--- config.mk ---
export PLATFORM = sky130hd
export DESIGN_NAME = mac_accum_requant_flat
export DESIGN_NICKNAME = d
export VERILOG_FILES = /design/src/rtl/mac_accum_requant_if.sv /design/src/rtl/mac_accum_requant.sv /design/src/flat_wrapper.sv
export SDC_FILE = /design/constraint.sdc
export NUM_CORES = 1
export LEC_CHECK = 0
export CORE_MARGIN = 3
export CORE_UTILIZATION = 50
export DETAILED_ROUTE_END_ITERATION = 8
export GPL_TIMING_DRIVEN = 0
export PLACE_DENSITY = 0.7
export SLEW_MARGIN = 20
export SYNTH_ARGS = -nofsm -noshare
export SYNTH_HDL_FRONTEND = slang
export SYNTH_SLANG_ARGS = --single-unit
--- constraint.sdc ---
create_clock -name clk -period 5.4 [get_ports clk]
set_input_delay 1.08 -clock clk [delete_from_list [all_inputs] [get_ports clk]]
set_output_delay 1.08 -clock clk [all_outputs]
set_load 0.01 [all_outputs]
--- src/rtl/mac_accum_requant_if.sv ---
// Operand/control sideband and result handshake bundle for mac_accum_requant.
// The DUT uses the slave modport; the producer/consumer side uses master.
interface mac_accum_requant_if #(
    parameter int PROD_WIDTH = 23,
    parameter int BIAS_WIDTH = 16,
    parameter int OUT_WIDTH  = 16
);
    logic                  in_valid;
    logic                  in_first;
    logic                  in_last;
    logic [BIAS_WIDTH-1:0] bias;
    logic [PROD_WIDTH-1:0] prod;
    logic                  out_valid;
    logic                  out_ready;
    logic [OUT_WIDTH-1:0]  out_data;

    modport master (
        output in_valid, in_first, in_last, bias, prod, out_ready,
        input  out_valid, out_data
    );

    modport slave (
        input  in_valid, in_first, in_last, bias, prod, out_ready,
        output out_valid, out_data
    );
endinterface

--- src/rtl/mac_accum_requant.sv ---
// Dense-layer accumulator: sums multiplier products per neuron, adds bias, rounds,
// shifts and saturates to the activation width. Optional fused ReLU: MAC_ACCUM_RELU_EN.
module mac_accum_requant #(
    parameter int PROD_WIDTH  = 23,
    parameter int ACC_WIDTH   = 32,
    parameter int BIAS_WIDTH  = 16,
    parameter int OUT_WIDTH   = 16,
    parameter int OUT_SHIFT   = 10,
    parameter int MUL_LATENCY = 2
) (
    input  logic               clk,
    input  logic               reset,
    input  logic               ce,
    mac_accum_requant_if.slave bus,
    output logic               err_seq,
    output logic               err_ovr
);
    localparam int RW = ACC_WIDTH + 1 - OUT_SHIFT;
    localparam logic signed [ACC_WIDTH:0] HALF = (ACC_WIDTH + 1)'(1) << (OUT_SHIFT - 1);

    typedef enum logic {IDLE, RUN} state_t;

    logic [MUL_LATENCY-1:0] dlValid_q;
    logic [MUL_LATENCY-1:0] dlFirst_q;
    logic [MUL_LATENCY-1:0] dlLast_q;
    logic [BIAS_WIDTH-1:0]  dlBias_q [MUL_LATENCY];

    state_t                 state_q, state_d;
    logic [ACC_WIDTH-1:0]   acc_q, acc_d;
    logic [ACC_WIDTH-1:0]   finReg_q, finReg_d;
    logic                   finPend_q, finPend_d;
    logic                   errSeq_q, errSeq_d;
    logic                   errOvr_q, errOvr_d;
    logic                   outValid_q, outValid_d;
    logic [OUT_WIDTH-1:0]   outData_q, outData_d;

    logic                   dValid, dFirst, dLast;
    logic [ACC_WIDTH-1:0]   biasExt, prodExt;
    logic signed [ACC_WIDTH:0] rounded;
    logic signed [RW-1:0]   shifted;
    logic [RW-OUT_WIDTH:0]  upperBits;
    logic [OUT_WIDTH-1:0]   satData, reqData;
    logic                   outLoad;

    // Sideband delay line so control lines up with the multiplier output.
    always_ff @(posedge clk) begin
        if (reset) begin
            dlValid_q <= '0;
            dlFirst_q <= '0;
            dlLast_q  <= '0;
            for (int i = 0; i < MUL_LATENCY; i++) dlBias_q[i] <= '0;
        end else if (ce) begin
            dlValid_q[0] <= bus.in_valid;
            dlFirst_q[0] <= bus.in_first;
            dlLast_q[0]  <= bus.in_last;
            dlBias_q[0]  <= bus.bias;
            for (int i = 1; i < MUL_LATENCY; i++) begin
                dlValid_q[i] <= dlValid_q[i-1];
                dlFirst_q[i] <= dlFirst_q[i-1];
                dlLast_q[i]  <= dlLast_q[i-1];
                dlBias_q[i]  <= dlBias_q[i-1];
            end
        end
    end

    assign dValid  = dlValid_q[MUL_LATENCY-1];
    assign dFirst  = dlFirst_q[MUL_LATENCY-1];
    assign dLast   = dlLast_q[MUL_LATENCY-1];
    assign biasExt = ACC_WIDTH'(signed'(dlBias_q[MUL_LATENCY-1]));
    assign prodExt = ACC_WIDTH'(signed'(bus.prod));

    always_comb begin
        state_d   = state_q;
        acc_d     = acc_q;
        finReg_d  = finReg_q;
        finPend_d = 1'b0;
        errSeq_d  = errSeq_q;
        if (dValid) begin
            if (dFirst) begin
                acc_d   = biasExt + prodExt;
                state_d = dLast ? IDLE : RUN;
                if (state_q == RUN) errSeq_d = 1'b1;
            end else if (state_q == IDLE) begin
                errSeq_d = 1'b1;
            end else begin
                acc_d = acc_q + prodExt;
                if (dLast) state_d = IDLE;
            end
            if (dLast && (dFirst || state_q == RUN)) begin
                finReg_d  = acc_d;
                finPend_d = 1'b1;
            end
        end
    end

    // Round half up, then saturate whenever the bits above the output sign disagree.
    assign rounded   = signed'({finReg_q[ACC_WIDTH-1], finReg_q}) + HALF;
    assign shifted   = RW'(rounded >>> OUT_SHIFT);
    assign upperBits = shifted[RW-1:OUT_WIDTH-1];

    always_comb begin
        satData = shifted[OUT_WIDTH-1:0];
        if (!((&upperBits) || !(|upperBits))) begin
            satData = shifted[RW-1] ? {1'b1, {(OUT_WIDTH-1){1'b0}}}
                                    : {1'b0, {(OUT_WIDTH-1){1'b1}}};
        end
`ifdef MAC_ACCUM_RELU_EN
        reqData = satData[OUT_WIDTH-1] ? '0 : satData;
`else
        reqData = satData;
`endif
    end

    assign outLoad = finPend_q && (!outValid_q || bus.out_ready);

    always_comb begin
        outValid_d = outValid_q;
        outData_d  = outData_q;
        errOvr_d   = errOvr_q;
        if (outLoad) begin
            outValid_d = 1'b1;
            outData_d  = reqData;
        end else begin
            if (outValid_q && bus.out_ready) outValid_d = 1'b0;
            if (finPend_q) errOvr_d = 1'b1;
        end
    end

    always_ff @(posedge clk) begin
        if (reset) begin
            state_q    <= IDLE;
            acc_q      <= '0;
            finReg_q   <= '0;
            finPend_q  <= 1'b0;
            errSeq_q   <= 1'b0;
            errOvr_q   <= 1'b0;
            outValid_q <= 1'b0;
            outData_q  <= '0;
        end else if (ce) begin
            state_q    <= state_d;
            acc_q      <= acc_d;
            finReg_q   <= finReg_d;
            finPend_q  <= finPend_d;
            errSeq_q   <= errSeq_d;
            errOvr_q   <= errOvr_d;
            outValid_q <= outValid_d;
            outData_q  <= outData_d;
        end
    end

    assign bus.out_valid = outValid_q;
    assign bus.out_data  = outData_q;
    assign err_seq       = errSeq_q;
    assign err_ovr       = errOvr_q;
endmodule

--- src/flat_wrapper.sv ---
// flat-port wrapper written by rule: the top's interface ports become plain ports
module mac_accum_requant_flat 
#(
    parameter int PROD_WIDTH  = 23,
    parameter int ACC_WIDTH   = 32,
    parameter int BIAS_WIDTH  = 16,
    parameter int OUT_WIDTH   = 16,
    parameter int OUT_SHIFT   = 10,
    parameter int MUL_LATENCY = 2
)
  (clk, reset, ce, err_seq, err_ovr, bus_in_valid, bus_in_first, bus_in_last, bus_bias, bus_prod, bus_out_ready, bus_out_valid, bus_out_data);
  mac_accum_requant_if #(.PROD_WIDTH(PROD_WIDTH), .BIAS_WIDTH(BIAS_WIDTH), .OUT_WIDTH(OUT_WIDTH)) bus_i ();
  input  logic clk;
  input  logic reset;
  input  logic ce;
  output logic err_seq;
  output logic err_ovr;
  input wire logic [$bits(bus_i.in_valid)-1:0] bus_in_valid;
  input wire logic [$bits(bus_i.in_first)-1:0] bus_in_first;
  input wire logic [$bits(bus_i.in_last)-1:0] bus_in_last;
  input wire logic [$bits(bus_i.bias)-1:0] bus_bias;
  input wire logic [$bits(bus_i.prod)-1:0] bus_prod;
  input wire logic [$bits(bus_i.out_ready)-1:0] bus_out_ready;
  output wire logic [$bits(bus_i.out_valid)-1:0] bus_out_valid;
  output wire logic [$bits(bus_i.out_data)-1:0] bus_out_data;
  assign bus_i.in_valid = bus_in_valid;
  assign bus_i.in_first = bus_in_first;
  assign bus_i.in_last = bus_in_last;
  assign bus_i.bias = bus_bias;
  assign bus_i.prod = bus_prod;
  assign bus_i.out_ready = bus_out_ready;
  assign bus_out_valid = bus_i.out_valid;
  assign bus_out_data = bus_i.out_data;
  mac_accum_requant #(.PROD_WIDTH(PROD_WIDTH), .ACC_WIDTH(ACC_WIDTH), .BIAS_WIDTH(BIAS_WIDTH), .OUT_WIDTH(OUT_WIDTH), .OUT_SHIFT(OUT_SHIFT), .MUL_LATENCY(MUL_LATENCY)) u_core (.clk(clk), .reset(reset), .ce(ce), .bus(bus_i), .err_seq(err_seq), .err_ovr(err_ovr));
endmodule
==> reports/results.tsv <==
metric	value	unit
outcome	complete, no violations	
initial antenna violation count	0	
Net Switching	0.000634	W
final setup skew	0.00991	ns
Max VDD drop	0.000217	V
CTS buffer count	17	
diodes inserted	0	
max_slew headroom	29.5	%
Worst EP required	5.73	ns
post_cts resized	0	
Switching Share	27.1	%
hpwl dp	16.2	mm
Die X	131	um
Area after DPL	8710	um^2
largest net degree at the start of global routing	33	
die height	131	um
internal power	0.00171	W
via/cell ratio	5.88	
Seq/Total Area, Yosys	33.3	%
setup violators final	0	
GRT Total Usage	25.8	%
leakage power	3.74	nW
Mean Syn Cell Area	8.56	um^2
fin crit period	4.75	ns
Crit path buffers/inverters	1	
fin crit share	88.0	%
IO Count	65	
count leader, synth	nor2_1	
clk buf depth	2	
Worst R2R End	u_core.acc_q[28]	
number of buffers added on ports	64	
post-CTS setup buffer count	0	
DIE AREA	17100	um^2
PD cells	252	nW/um^2
Yosys cell types	70	
Post-Synthesis Cells	912	
Worst Hold End	u_core.err_seq	
max incr delay on CP	0.47	ns
Site Rows	45	
H-tree Lvls	4	
ys async rst share	0	%
largest cells by area after synthesis	dfxtp_1, edfxtp_1, ha_1, a21oi_1, nor2_1	
post-route cell area	9290	um^2
fmax	0.210	GHz
Area Overhead vs Synth	19.0	%
drt pass-1 iters	5	
startpoint types	primary input	
DR vias	7169	
GP Congestion	0.943	
most common library cells after synthesis	nor2_1, dfxtp_1, a21oi_1, nand2_1, ha_1	
share of cells above drive strength 1	5.36	%
Gate power share	13.8	%
Initial DRC Count	479	
hold path start	u_core.err_seq	
Setup TNS	0	ns
Least-Margin Pin Slew	1.03	ns
Core ar.	15300	um^2
Clk pwr share	47.1	%
critical path arrival	5.08	ns
Congestion Overflow GR	0	
Mapped Area	7800	um^2
Clk Latency, worst-skew pair	0.42	ns
max cap viols	0	
Seq cells post-synth	114	
ys flop type	dfxtp_1	
critical path's most frequent cell	a221o_2	
Starting Density	51.1	%
cts hold-fix bufs	0	
number of synthesized flops with an enable pin	32	
first-pass GRT wire length	34.5	mm
worst reg-to-reg path cell count	12	
Residual DRC	0	
Critical-path top delay cell	a2111oi_4	
worst min-delay path class	reg -> reg	
Worst Hold Depth	2	
cell chain of the critical path	clkdlybuf4s50_1 -> ha_1 -> fa_1 -> a21o_1 -> a221o_2 -> a221o_2 -> and3_4 -> a2111oi_4 -> o21ai_2 -> a41o_1 -> nor3_1 -> mux2i_1 -> a221oi_2	
worst reg-to-reg setup slack	1.46	ns
unrepaired setup endpoints after global routing	false	
largest area contributor in the netlist	dfxtp_1	
Final #Nets	1100	
CTS tree	built	
Setup CP Type	in -> reg	
area share of the largest cell type after synthesis	21.0	%
syn nets	1017	
Num Clock Sinks	114	
critical path peak fanout	4	
Clock transition at path regs	0.05	ns
routed len/inst	17.5	um
Detail Route Antenna Nets	0	
Worst setup EP type	flop	
sequential power share	39.1	%
max-slew violations	0	
Ys Warns	0	
top cell family by delay on the critical path	compound AO/OA/AOI/OAI gates	
Final Hold Fails	0	
CTS root buffer	clkbuf_16	
vias in the first global route	6805	
drt total wl	21.4	mm
stage by stage:
step	cells	worst slack, ns	util [%]	hold slack, ns	power, W
floorplan	912	1.14	-	0.448	0.00114
global placement	1187	0.220	57.1	0.467	0.00125
detailed placement	1187	0.219	57.1	0.467	0.00125
CTS	1219	0.638	60.9	0.484	0.00234
global route	1219	0.513	60.9	0.507	0.00242
finish	1219	0.647	60.9	0.479	0.00234
cell usage in the layout, fill, tap and decap left out, types with 33 or more instances in the layout:
cell,synthesis,layout
dfxtp_1,82,82
nand2_1,62,62
a211oi_1,37,37
a21o_1,33,33
nor3_1,33,33
xnor2_1,42,42
nor2_1,99,99
clkbuf_1,36,37
and2_1,39,39
clkdlybuf4s50_1,0,64
ha_1,57,57
a21oi_1,75,75
worst max path at each step:
stage / depth (start not counted) / to / startpoint
after floorplan: 12 / u_core.acc_q[28] / bus_prod[0]
final: 13 / u_core.acc_q[28] / bus_prod[0]
after global placement: 13 / u_core.acc_q[28] / bus_prod[0]
after detailed placement: 13 / u_core.acc_q[28] / bus_prod[0]
after global routing: 13 / u_core.acc_q[28] / bus_prod[0]
after CTS: 13 / u_core.acc_q[28] / bus_prod[0]
tightest hold or removal path, stage by stage, from the launching register on:
cell,delay (ns)
dfxtp_1,0.32
nor2_1,0.05
nor2_1,0.07
power by group through the flow:
stage          combinational (W)  sequential, W  clock, W
2_1_floorplan           0.000215       0.000928         0
3_3_place_gp            0.000315       0.000932         0
3_5_place_dp            0.000316       0.000933         0
4_1_cts                 0.000320       0.000914   0.00111
5_1_grt                 0.000355       0.000916   0.00115
6_report                0.000323       0.000914   0.00110
cell families (layout without fill, tap and decap cells):
group | Yosys count | in the layout | share of synthesized area, %
xor gates and xnor gates | 59 | 59 | 6.62
muxes | 20 | 20 | 2.61
buffers and inverters | 55 | 151 | 2.69
adders and majority gates | 59 | 59 | 9.65
and+or+nand+nor | 326 | 326 | 20.7
DFF | 114 | 114 | 33.3
AOI/OAI and AO/OA | 279 | 279 | 24.3
sequential cells by signal, indices dropped and copies added, names as in the netlist, named ones only:
signal and flops:
u_core.dlBias_q 32, u_core.acc_q 23, u_core.finReg_q 23, u_core.bus.out_data 16, u_core.dlFirst_q 2, u_core.dlLast_q 2
u_core.dlValid_q 2, u_core.bus.out_valid 1, u_core.err_ovr 1, u_core.err_seq 1, u_core.finPend_q 1, u_core.state_q 1
cell type report:
type / count / area, um^2
Buffer: 41 / 158
Clock buffer: 19 / 454
Clock inverter: 13 / 125
Fill cell: 1326 / 5970
Inverter: 14 / 52.6
Multi-Input combinational cell: 743 / 4990
Sequential cell: 114 / 2600
Tap cell: 211 / 264
Timing Repair Buffer: 64 / 641
per-layer routing:
layer | track usage, % | wire (um) | up-vias
li1 | - | - | 3546
met1 | 35.9 | 9880 | 3357
met2 | 39.2 | 9460 | 219
met3 | 5.08 | 1350 | 47
met4 | 10.7 | 677 | 0
met5 | 0 | 0 | -
(Power assumes the default switching activity.)
